**src/rtl/signed_divider_if.sv**
```systemverilog
// Handshake and operand/result bundle between the execute stage and the iterative divider.
interface signed_divider_if #(
    parameter int WIDTH = 32
);
    logic             start;
    logic             is_signed;
    logic [WIDTH-1:0] data_in1;
    logic [WIDTH-1:0] data_in2;
    logic             busy;
    logic             done;
    logic             div_by_zero;
    logic [WIDTH-1:0] quotient;
    logic [WIDTH-1:0] remainder;

    modport master (
        output start, is_signed, data_in1, data_in2,
        input  busy, done, div_by_zero, quotient, remainder
    );

    modport slave (
        input  start, is_signed, data_in1, data_in2,
        output busy, done, div_by_zero, quotient, remainder
    );
endinterface

```
**src/rtl/signed_divider.sv**
```systemverilog
// Restoring shift-subtract divider for DIV/DIVU: one quotient bit per clock,
// quotient for LO and remainder for HI, with a start/busy/done handshake.
module signed_divider #(
    parameter int WIDTH = 32
) (
    input logic           clk,
    input logic           rst_b,
    signed_divider_if.slave bus
);

    localparam int CW = (WIDTH > 2) ? $clog2(WIDTH) : 1;

    typedef enum logic [1:0] {IDLE, CALC, FIX, DONE} state_t;

    state_t           state_q, state_d;
    logic [CW-1:0]    count_q, count_d;
    logic [WIDTH-1:0] acc_q, acc_d;
    logic [WIDTH-1:0] dvd_q, dvd_d;
    logic [WIDTH-1:0] dvs_q, dvs_d;
    logic [WIDTH-1:0] quo_q, quo_d;
    logic [WIDTH-1:0] rem_q, rem_d;
    logic             negQuo_q, negQuo_d;
    logic             negRem_q, negRem_d;
    logic             divZero_q, divZero_d;
    logic             dbz_q, dbz_d;
    logic             busy_q, done_q;

    logic [WIDTH:0]   shifted;
    logic [WIDTH-1:0] diff;
    logic             fits;
    logic [WIDTH-1:0] in1Mag, in2Mag;

    // The remainder is always below the divisor magnitude, so the low WIDTH bits of the difference are exact.
    assign shifted = {acc_q, dvd_q[WIDTH-1]};
    assign fits    = (shifted >= {1'b0, dvs_q});
    assign diff    = shifted[WIDTH-1:0] - dvs_q;

    assign in1Mag = (bus.is_signed && bus.data_in1[WIDTH-1]) ? -bus.data_in1 : bus.data_in1;
    assign in2Mag = (bus.is_signed && bus.data_in2[WIDTH-1]) ? -bus.data_in2 : bus.data_in2;

    always_comb begin
        state_d   = state_q;
        count_d   = count_q;
        acc_d     = acc_q;
        dvd_d     = dvd_q;
        dvs_d     = dvs_q;
        quo_d     = quo_q;
        rem_d     = rem_q;
        negQuo_d  = negQuo_q;
        negRem_d  = negRem_q;
        divZero_d = divZero_q;
        dbz_d     = dbz_q;

        case (state_q)
            IDLE: begin
                if (bus.start) begin
                    negQuo_d  = bus.is_signed & (bus.data_in1[WIDTH-1] ^ bus.data_in2[WIDTH-1]);
                    negRem_d  = bus.is_signed & bus.data_in1[WIDTH-1];
                    divZero_d = (bus.data_in2 == '0);
                    dvd_d     = in1Mag;
                    dvs_d     = in2Mag;
                    acc_d     = '0;
                    count_d   = CW'(WIDTH - 1);
                    state_d   = CALC;
                end
            end
            CALC: begin
                acc_d   = fits ? diff : shifted[WIDTH-1:0];
                dvd_d   = {dvd_q[WIDTH-2:0], fits};
                count_d = count_q - 1'b1;
                if (count_q == '0) begin
                    state_d = FIX;
                end
            end
            FIX: begin
                // With a zero divisor the accumulator holds |dividend|, so the sign fix restores the original value.
                quo_d   = divZero_q ? '1 : (negQuo_q ? -dvd_q : dvd_q);
                rem_d   = negRem_q ? -acc_q : acc_q;
                dbz_d   = divZero_q;
                state_d = DONE;
            end
            DONE: begin
                state_d = IDLE;
            end
            default: begin
                state_d = IDLE;
            end
        endcase
    end

    // busy and done are registered decodes of the state, so each appears one cycle after its state.
    always_ff @(posedge clk or negedge rst_b) begin
        if (!rst_b) begin
            state_q   <= IDLE;
            count_q   <= '0;
            acc_q     <= '0;
            dvd_q     <= '0;
            dvs_q     <= '0;
            quo_q     <= '0;
            rem_q     <= '0;
            negQuo_q  <= 1'b0;
            negRem_q  <= 1'b0;
            divZero_q <= 1'b0;
            dbz_q     <= 1'b0;
            busy_q    <= 1'b0;
            done_q    <= 1'b0;
        end else begin
            state_q   <= state_d;
            count_q   <= count_d;
            acc_q     <= acc_d;
            dvd_q     <= dvd_d;
            dvs_q     <= dvs_d;
            quo_q     <= quo_d;
            rem_q     <= rem_d;
            negQuo_q  <= negQuo_d;
            negRem_q  <= negRem_d;
            divZero_q <= divZero_d;
            dbz_q     <= dbz_d;
            busy_q    <= (state_q == CALC) || (state_q == FIX);
            done_q    <= (state_q == DONE);
        end
    end

    assign bus.busy        = busy_q;
    assign bus.done        = done_q;
    assign bus.div_by_zero = dbz_q;
    assign bus.quotient    = quo_q;
    assign bus.remainder   = rem_q;

endmodule

```
**src/flat_wrapper.sv**
```systemverilog
// flat-port wrapper written by rule: the top's interface ports become plain ports
module signed_divider_flat 
#(
    parameter int WIDTH = 32
)
  (clk, rst_b, bus_start, bus_is_signed, bus_data_in1, bus_data_in2, bus_busy, bus_done, bus_div_by_zero, bus_quotient, bus_remainder);
  signed_divider_if #(.WIDTH(WIDTH)) bus_i ();
  input logic clk;
  input logic rst_b;
  input wire logic [$bits(bus_i.start)-1:0] bus_start;
  input wire logic [$bits(bus_i.is_signed)-1:0] bus_is_signed;
  input wire logic [$bits(bus_i.data_in1)-1:0] bus_data_in1;
  input wire logic [$bits(bus_i.data_in2)-1:0] bus_data_in2;
  output wire logic [$bits(bus_i.busy)-1:0] bus_busy;
  output wire logic [$bits(bus_i.done)-1:0] bus_done;
  output wire logic [$bits(bus_i.div_by_zero)-1:0] bus_div_by_zero;
  output wire logic [$bits(bus_i.quotient)-1:0] bus_quotient;
  output wire logic [$bits(bus_i.remainder)-1:0] bus_remainder;
  assign bus_i.start = bus_start;
  assign bus_i.is_signed = bus_is_signed;
  assign bus_i.data_in1 = bus_data_in1;
  assign bus_i.data_in2 = bus_data_in2;
  assign bus_busy = bus_i.busy;
  assign bus_done = bus_i.done;
  assign bus_div_by_zero = bus_i.div_by_zero;
  assign bus_quotient = bus_i.quotient;
  assign bus_remainder = bus_i.remainder;
  signed_divider #(.WIDTH(WIDTH)) u_core (.clk(clk), .rst_b(rst_b), .bus(bus_i));
endmodule
```
**config.mk**
```make
export PLATFORM = sky130hd
export DESIGN_NAME = signed_divider_flat
export DESIGN_NICKNAME = d
export VERILOG_FILES = /design/src/rtl/signed_divider_if.sv /design/src/rtl/signed_divider.sv /design/src/flat_wrapper.sv
export SDC_FILE = /design/constraint.sdc
export NUM_CORES = 1
export LEC_CHECK = 0
export ABC_AREA = 1
export ABC_CLOCK_PERIOD_IN_PS = 1800
export CAP_MARGIN = 10
export CELL_PAD_IN_SITES_DETAIL_PLACEMENT = 1
export CELL_PAD_IN_SITES_GLOBAL_PLACEMENT = 2
export CORE_ASPECT_RATIO = 0.7
export CORE_UTILIZATION = 29
export DETAILED_ROUTE_END_ITERATION = 8
export PLACE_DENSITY_LB_ADDON = 0.1
export SKIP_LAST_GASP = 1
export SLEW_MARGIN = 20
export SYNTH_ARGS = -nofsm -noshare
export SYNTH_HDL_FRONTEND = slang
export SYNTH_SLANG_ARGS = --single-unit
```
**constraint.sdc**
```tcl
create_clock -name clk -period 1.8 [get_ports clk]
set_input_delay 0.36 -clock clk [delete_from_list [all_inputs] [get_ports clk]]
set_output_delay 0.36 -clock clk [all_outputs]
set_load 0.02 [all_outputs]
```
==> results of run 1 <==
-- cell type report --
type,instances,area [um^2],share of cell area
Timing Repair Buffer,630,5411,0.2513
Tap cell,603,754.5,0.03503
Sequential cell,173,4355,0.2022
Multi-Input combinational cell,1526,9304,0.4320
Inverter,300,1150,0.05339
Clock buffer,21,450.4,0.02092
Clock inverter,11,110.1,0.005113
-- kinds of logic (layout without fill, tap and decap cells) --
logic type | after synthesis | in the layout | synth area share
XOR/XNOR | 70 | 70 | 0.04631
AO/OA/AOI/OAI | 281 | 281 | 0.1180
buffers and inverters | 357 | 962 | 0.1047
AND/OR/NAND/NOR | 1131 | 1132 | 0.3628
flip-flops | 173 | 173 | 0.3270
adder cells (fa/ha/maj) | 43 | 43 | 0.04121
-- layer usage --
metal | share of wire | GRT usage
met2 | 0.39 | 0.3543
met4 | 0.010 | 0.04852
met3 | 0.070 | 0.05443
met5 | 0 | 0
met1 | 0.53 | 0.4346
-- sequential cells by signal, indices dropped and copies added, names as in the netlist --
| signal | cells |
|---|---|
| u_core.bus.quotient | 32 |
| u_core.bus.div_by_zero | 1 |
| u_core.dvd_q | 32 |
| u_core.acc_q | 32 |
| u_core.state_q | 2 |
| u_core.negQuo_q | 1 |
| u_core.negRem_q | 1 |
| u_core.divZero_q | 1 |
| u_core.bus.remainder | 32 |
| u_core.bus.done | 1 |
| u_core.dvs_q | 32 |
| u_core.count_q | 5 |
| u_core.bus.busy | 1 |
-- worst min-delay path by stage --
stage,start,end,cells past startpoint
after floorplan,rst_b,u_core.acc_q[0],0
after global placement,rst_b,u_core.bus.quotient[16],1
after detailed placement,rst_b,u_core.bus.quotient[22],1
after CTS,rst_b,u_core.bus.quotient[22],2
after global routing,bus_data_in1[0],u_core.dvd_q[0],4
final,rst_b,u_core.bus.quotient[22],2
-- per-stage QoR --
stage          instances  instance area [um^2]  utilization  worst slack, ns  hold slack [ns]
2_1_floorplan       2055                 13640            -         -0.02356          0.06441
3_3_place_gp        3160                 18850       0.4184          -0.6699           0.3290
3_5_place_dp        3160                 18850       0.4184          -0.6586           0.3298
4_1_cts             3220                 20220       0.4488          -0.2881           0.3909
5_1_grt             3264                 21540       0.4780          -0.4271           0.4089
6_report            3264                 21540       0.4780          -0.3163           0.3905
-- power groups by stage --
stage | logic [mW] | registers [mW] | clock network [mW]
final | 35.5 | 7.75 | 3.76
after CTS | 31.8 | 7.57 | 3.83
after global routing | 38.4 | 7.90 | 3.98
after floorplan | 14.8 | 7.96 | 0
after global placement | 28.9 | 7.49 | 0
after detailed placement | 29.4 | 7.57 | 0
-- what timing repair did --
item,in CTS,in global routing
hold buffers,1,0
buffers inserted,24,43
gates cloned,3,4
pin swaps,65,96
hold endpoints to repair,31,0
setup endpoints to repair,138,122
resized for setup,254,287
-- Yosys cell counts, drive strengths merged --
| master | count | area share |
|---|---|---|
| o41ai | 1 | 0.00066 |
| o22ai | 8 | 0.0038 |
| a31oi | 22 | 0.010 |
| fa | 1 | 0.0015 |
| o32ai | 1 | 0.00066 |
| o21ai | 149 | 0.056 |
| nand4 | 25 | 0.012 |
| nand3 | 203 | 0.078 |
| nand2 | 633 | 0.18 |
| o31ai | 6 | 0.0034 |
| nand3b | 13 | 0.0074 |
| nor4 | 5 | 0.0024 |
| buf | 18 | 0.0086 |
| o21bai | 2 | 0.0011 |
| o21a | 3 | 0.0017 |
| o22a | 1 | 0.00066 |
| or2 | 6 | 0.0028 |
| a21oi | 67 | 0.026 |
| nor2 | 218 | 0.066 |
| xnor2 | 19 | 0.013 |
| xor2 | 51 | 0.034 |
| o221ai | 9 | 0.0060 |
| dfrtp | 173 | 0.33 |
| a21boi | 1 | 0.00057 |
| clkbuf | 39 | 0.011 |
| clkinv | 2 | 0.00057 |
| a22oi | 1 | 0.00057 |
| ha | 42 | 0.040 |
| o211ai | 10 | 0.0057 |
| inv | 298 | 0.084 |
| and2 | 5 | 0.0024 |
| nor3 | 23 | 0.0091 |
==> Flow_metrics.wiki, run 1 <==
{| class="wikitable"
! Metric !! Value
|-
| Outcome || finished with violations
|-
| Failing checks || setup timing
|-
| Largest net degree at the start of global routing || between 50 and 60
|-
| Share of the cycle needed by the critical path after routing || 1.176
|-
| Number of antenna violations at the first check in global routing || 0
|-
| Cell Int Power || around 23 mW
|-
| Remaining global-route overflow || 0
|-
| Net count reported at finish || 2,759
|-
| Critical-path cell with the highest stage delay || dfrtp_2
|-
| Cell family contributing the most delay on the critical path || simple AND/OR/NAND/NOR gates
|-
| Total power divided by cell area || 2185 mW/mm^2
|-
| Number of buffers and inverters on the critical path || 1
|-
| Total stage count of the critical path || 13
|-
| Clock transition at path regs || 0.07 ns
|-
| Buffers on Ports || 134
|-
| All-Layer GR Usage || 0.2678
|-
| Residual DRC || 0
|-
| Reg2reg setup slack || -0.32 ns
|-
| Startpoint of the worst-slack reg-to-reg timing path || u_core.acc_q[25]
|-
| Combinational share of power || 0.755
|-
| Final Wtd Congestion || 0.9916
|-
| Total core area || around 0.045 mm^2
|-
| Max-cap violation count || 0
|-
| Mapped Area || 0.01324 mm^2
|-
| Die Height || 180.8 um
|-
| Critical-path cell list || ha_4 -> nand2_2 -> nor2_4 -> nand3_2 -> nor2_2 -> nand2_2 -> nand2_4 -> nor2_8 -> nand2_8 -> clkbuf_16 -> nand3_1 -> nand2_1 -> nand2_1
|-
| Sw power || 23.88 mW
|-
| Number of slew-limit violations in the final report || 0
|-
| Number of inserted filler cells in the final layout || 5,678
|-
| Synth warnings || 0
|-
| Vias in the first global route || 15,980
|-
| Unrepaired setup endpoints after global routing || true
|-
| Wire length of the first global-routing pass || 94.56 mm
|-
| CTS buffer count || 17
|-
| Type of destination of the critical path || flip-flop
|-
| Max Root-Sink Buffers || 2
|-
| I/O pin cnt || between 100 and 150
|-
| Flip-flop and latch count after synthesis || 173
|-
| Die Outline Area || between 0.04 and 0.05 mm^2
|-
| Antenna viol nets, final || 0
|-
| Critical Path Max Stage Delay || 0.46 ns
|-
| Power, Total || between 40 and 50 mW
|-
| End of the worst register-to-register path || u_core.acc_q[28]
|-
| Starting Density || 0.2938
|-
| Routed vias/inst || about 4.9
|-
| Total setup violations reported at the end of the flow || 59
|-
| Number of search-and-repair iterations in the first detailed-routing pass || 5
|-
| Most frequent standard cell in the layout excluding fill and tap cells || nand2_1
|-
| Final critical-path setup slack || -0.3163 ns
|-
| Category of the most critical setup path || reg -> reg
|-
| Post-synth cell types || 47
|-
| Std cell rows || 65
|-
| Iter 0 DRT Violations || 951
|-
| Net count after synthesis || about 2,200
|-
| Count of H-tree levels built during CTS || 4
|-
| Number of clock sinks || 173
|-
| Total negative setup slack || -13.39 ns
|-
| TritonCTS clock tree || done
|-
| Top library cells by usage in the layout, fill and taps aside || 520 x nand2_1, 449 x buf_4, 238 x inv_1
|-
| Largest fanout on the critical path || 7
|-
| Area added between synthesis and finish || 62.68%
|-
| Startpoint Class || flip-flop
|-
| CP Launch Point || u_core.acc_q[25]
|-
| Post-route minimum period || 2.116 ns
|-
| Static leakage || between 10 and 15 nW
|-
| Worst path required time || 2.16 ns
|-
| Fraction of the yosys area taken by sequential cells || 0.3270
|-
| Master cell of the clock root buffer || clkbuf_16
|-
| Max rail drop VDD || 0.8482 mV
|-
| Clock skew after layout || between 0.015 and 0.02 ns
|-
| Final Hold Viols || 0
|-
| Post-detailed-routing wire length || ~64 mm
|-
| Portion of total power attributed to the clock network || 0.080
|-
| Post-Synthesis Mean Instance Area || 6.442 um^2
|-
| End point of the critical path || u_core.acc_q[28]
|-
| Horizontal extent of the die || 257.4 um
|-
| Switch share || 0.5074
|-
| Worst-case headroom to the max-slew limit || 0.5858
|-
| Via count || roughly 16,000
|-
| Transition time of the tightest slew-check pin || 0.6206 ns
|-
| Clock insertion delay at the later pin of the skew report || 0.48 ns
|-
| Layout cells sized above 1 || 0.3510
|-
| Synthesized netlist cell count || 2,055
|-
| Relative contribution of sequential cells to total power || 0.165
|-
| Path category of the worst min-delay check || in -> async
|-
| Post-DR wirelength/cell || between 15 and 20 um
|-
| Depth of the worst register-to-register path || 13
|-
| Data arrival time of the critical path || about 2.5 ns
|-
| Half-perimeter wire length after placement || 49.42 mm
|-
| Antenna diode count || 0
|-
| Maximum achievable frequency || 472.5 MHz
|}
Note: power is estimated with default switching activity, not from simulation.
==> inputs of run 2 (changes only) <==
--- a/config.mk
+++ b/config.mk
@@ -14,6 +14,7 @@
 export CORE_UTILIZATION = 29
 export DETAILED_ROUTE_END_ITERATION = 8
 export PLACE_DENSITY_LB_ADDON = 0.1
+export SKIP_CTS_REPAIR_TIMING = 1
 export SKIP_LAST_GASP = 1
 export SLEW_MARGIN = 20
 export SYNTH_ARGS = -nofsm -noshare
==> Flow_metrics.wiki, run 2 (synthesis results as in run 1) <==
{| class="wikitable"
! Metric !! Value
|-
| Sw power || 23.35 mW
|-
| Failing checks || setup timing
|-
| Placement Cell Area || about 0.019 mm^2
|-
| Count of H-tree levels built during CTS || 4
|-
| CP Launch Point || u_core.acc_q[24]
|-
| Clock insertion delay at the later pin of the skew report || 0.47 ns
|-
| Category of the most critical setup path || reg -> reg
|-
| Total power divided by cell area || 2171 mW/mm^2
|-
| Cell count after placement || 3,160
|-
| Max-cap violation count || 0
|-
| Busiest grt layer || met1
|-
| Max rail drop VDD || 0.8782 mV
|-
| Worst path required time || 2.15 ns
|-
| Final Hold Viols || 0
|-
| Final critical-path setup slack || -0.3815 ns
|-
| Top library cells by usage in the layout, fill and taps aside || 541 x nand2_1, 441 x buf_4, 247 x inv_1
|-
| Portion of total power attributed to the clock network || 0.081
|-
| Number of antenna violations at the first check in global routing || 0
|-
| Final design area excluding fillers || ~0.021 mm^2
|-
| Worst hold margin || 0.3889 ns
|-
| Total negative setup slack || -13.36 ns
|-
| Starting Density || 0.2938
|-
| Number of clock sinks || between 150 and 200
|-
| Antenna viol nets, final || 0
|-
| Global-route track usage on met1 || 0.4208
|-
| Antenna diode count || 0
|-
| Combinational share of power || 0.751
|-
| Largest net degree at the start of global routing || 54
|-
| Transition time of the tightest slew-check pin || 0.5461 ns
|-
| Most frequent standard cell in the layout excluding fill and tap cells || nand2_1
|-
| Post-route minimum period || ~2.2 ns
|-
| I/O pin cnt || 135
|-
| Layout Cells excl Fill || around 3,200
|-
| Cell Int Power || 22.92 mW
|-
| Clock transition at path regs || 0.07 ns
|-
| Largest fanout on the critical path || 6
|-
| Global routing usage on met2 || 0.3412
|-
| Max Root-Sink Buffers || 2
|-
| Post-detailed-routing wire length || roughly 64 mm
|-
| Most prevalent standard cell on the critical path || nand2_2
|-
| End of the worst register-to-register path || u_core.acc_q[2]
|-
| Post-layout util || 0.4731
|-
| Area added between synthesis and finish || 61.01%
|-
| Static leakage || between 10 and 15 nW
|-
| Relative contribution of sequential cells to total power || 0.168
|-
| Cell family contributing the most delay on the critical path || simple AND/OR/NAND/NOR gates
|-
| Remaining global-route overflow || 0
|-
| Startpoint Class || flip-flop
|-
| Outcome || finished with violations
|-
| Vias in the first global route || 15,700
|-
| Worst-case headroom to the max-slew limit || 0.6355
|-
| Std cell rows || 65
|-
| Worst slack, placed || -0.6586 ns
|-
| CTS buffer count || 17
|-
| Unrepaired setup endpoints after global routing || true
|-
| Data arrival time of the critical path || 2.53 ns
|-
| Total setup violations reported at the end of the flow || 54
|-
| Die Outline Area || 0.04652 mm^2
|-
| Residual DRC || 0
|-
| Depth of the worst register-to-register path || 12
|-
| Post-DR wirelength/cell || about 20 um
|-
| Buffers on Ports || 134
|-
| TritonCTS clock tree || done
|-
| Clock skew after layout || about 0.013 ns
|-
| Maximum achievable frequency || 458.4 MHz
|-
| Master cell of the clock root buffer || clkbuf_16
|-
| Number of slew-limit violations in the final report || 0
|-
| Horizontal extent of the die || 257.4 um
|-
| Number of buffers and inverters on the critical path || 2
|-
| Critical-path cell list || ha_4 -> nand2_1 -> nor2_2 -> nand2_2 -> nor2_4 -> nor2_8 -> buf_6 -> nand2_8 -> clkbuf_16 -> nand2_2 -> nand3_2 -> o21ai_1
|-
| Met3 demand-to-capacity share in global routing || 0.06439
|-
| Share of the cycle needed by the critical path after routing || 1.212
|-
| Layout cells sized above 1 || 0.3264
|-
| Die Height || approximately 180 um
|-
| Path category of the worst min-delay check || in -> async
|-
| Switch share || 0.5047
|-
| Net count reported at finish || 2,739
|-
| Half-perimeter wire length after placement || 49.42 mm
|-
| Via count || 16,000
|-
| Number of search-and-repair iterations in the first detailed-routing pass || 5
|-
| Routed vias/inst || 4.932
|-
| Wire length of the first global-routing pass || 92.20 mm
|-
| Total core area || 0.04506 mm^2
|-
| Final Wtd Congestion || 0.9916
|-
| All-Layer GR Usage || 0.2603
|-
| Critical-path cell with the highest stage delay || dfrtp_2
|-
| Startpoint of the worst-slack reg-to-reg timing path || u_core.acc_q[24]
|-
| Reg2reg setup slack || -0.38 ns
|-
| Type of destination of the critical path || flip-flop
|-
| Iter 0 DRT Violations || 965
|-
| Power, Total || around 46 mW
|-
| Critical Path Max Stage Delay || 0.48 ns
|}
==> run 2: power groups by stage <==
stage | clock (mW) | sequential (mW) | combinational, mW
finish | 3.75 | 7.76 | 34.8
detailed placement | 0 | 7.57 | 29.4
global placement | 0 | 7.49 | 28.9
global route | 3.99 | 7.90 | 37.6
CTS | 3.83 | 7.52 | 29.6
floorplan | 0 | 7.96 | 14.8
==> run 2: cell type report <==
| class | instances | area, um^2 |
|---|---|---|
| clock inverter | 11 | 110.1 |
| tap | 603 | 754.5 |
| fill | 5663 | 23740 |
| clock buffer | 21 | 450.4 |
| sequential | 173 | 4353 |
| timing repair buffer | 610 | 5495 |
| inverter | 300 | 1137 |
| multi-input combinational | 1526 | 9014 |
==> run 2: how the worst max path moves through the flow <==
stage	endpoint	slack [ns]	cells past startpoint
2_1_floorplan	u_core.acc_q[8]	-0.02	12
3_3_place_gp	u_core.dvd_q[25]	-0.67	11
3_5_place_dp	u_core.dvd_q[25]	-0.66	11
4_1_cts	u_core.acc_q[9]	-0.49	14
5_1_grt	u_core.acc_q[5]	-0.49	12
6_report	u_core.acc_q[2]	-0.38	12
==> run 2: per-layer routing <==
metal | part of all wire | routed length [um] | vias to the layer above
met5 | 0 | 0 | -
met4 | 0.0070 | 452 | 0
met3 | 0.070 | 4509 | 27
met2 | 0.39 | 25280 | 386
met1 | 0.53 | 33890 | 7853
li1 | - | - | 7734
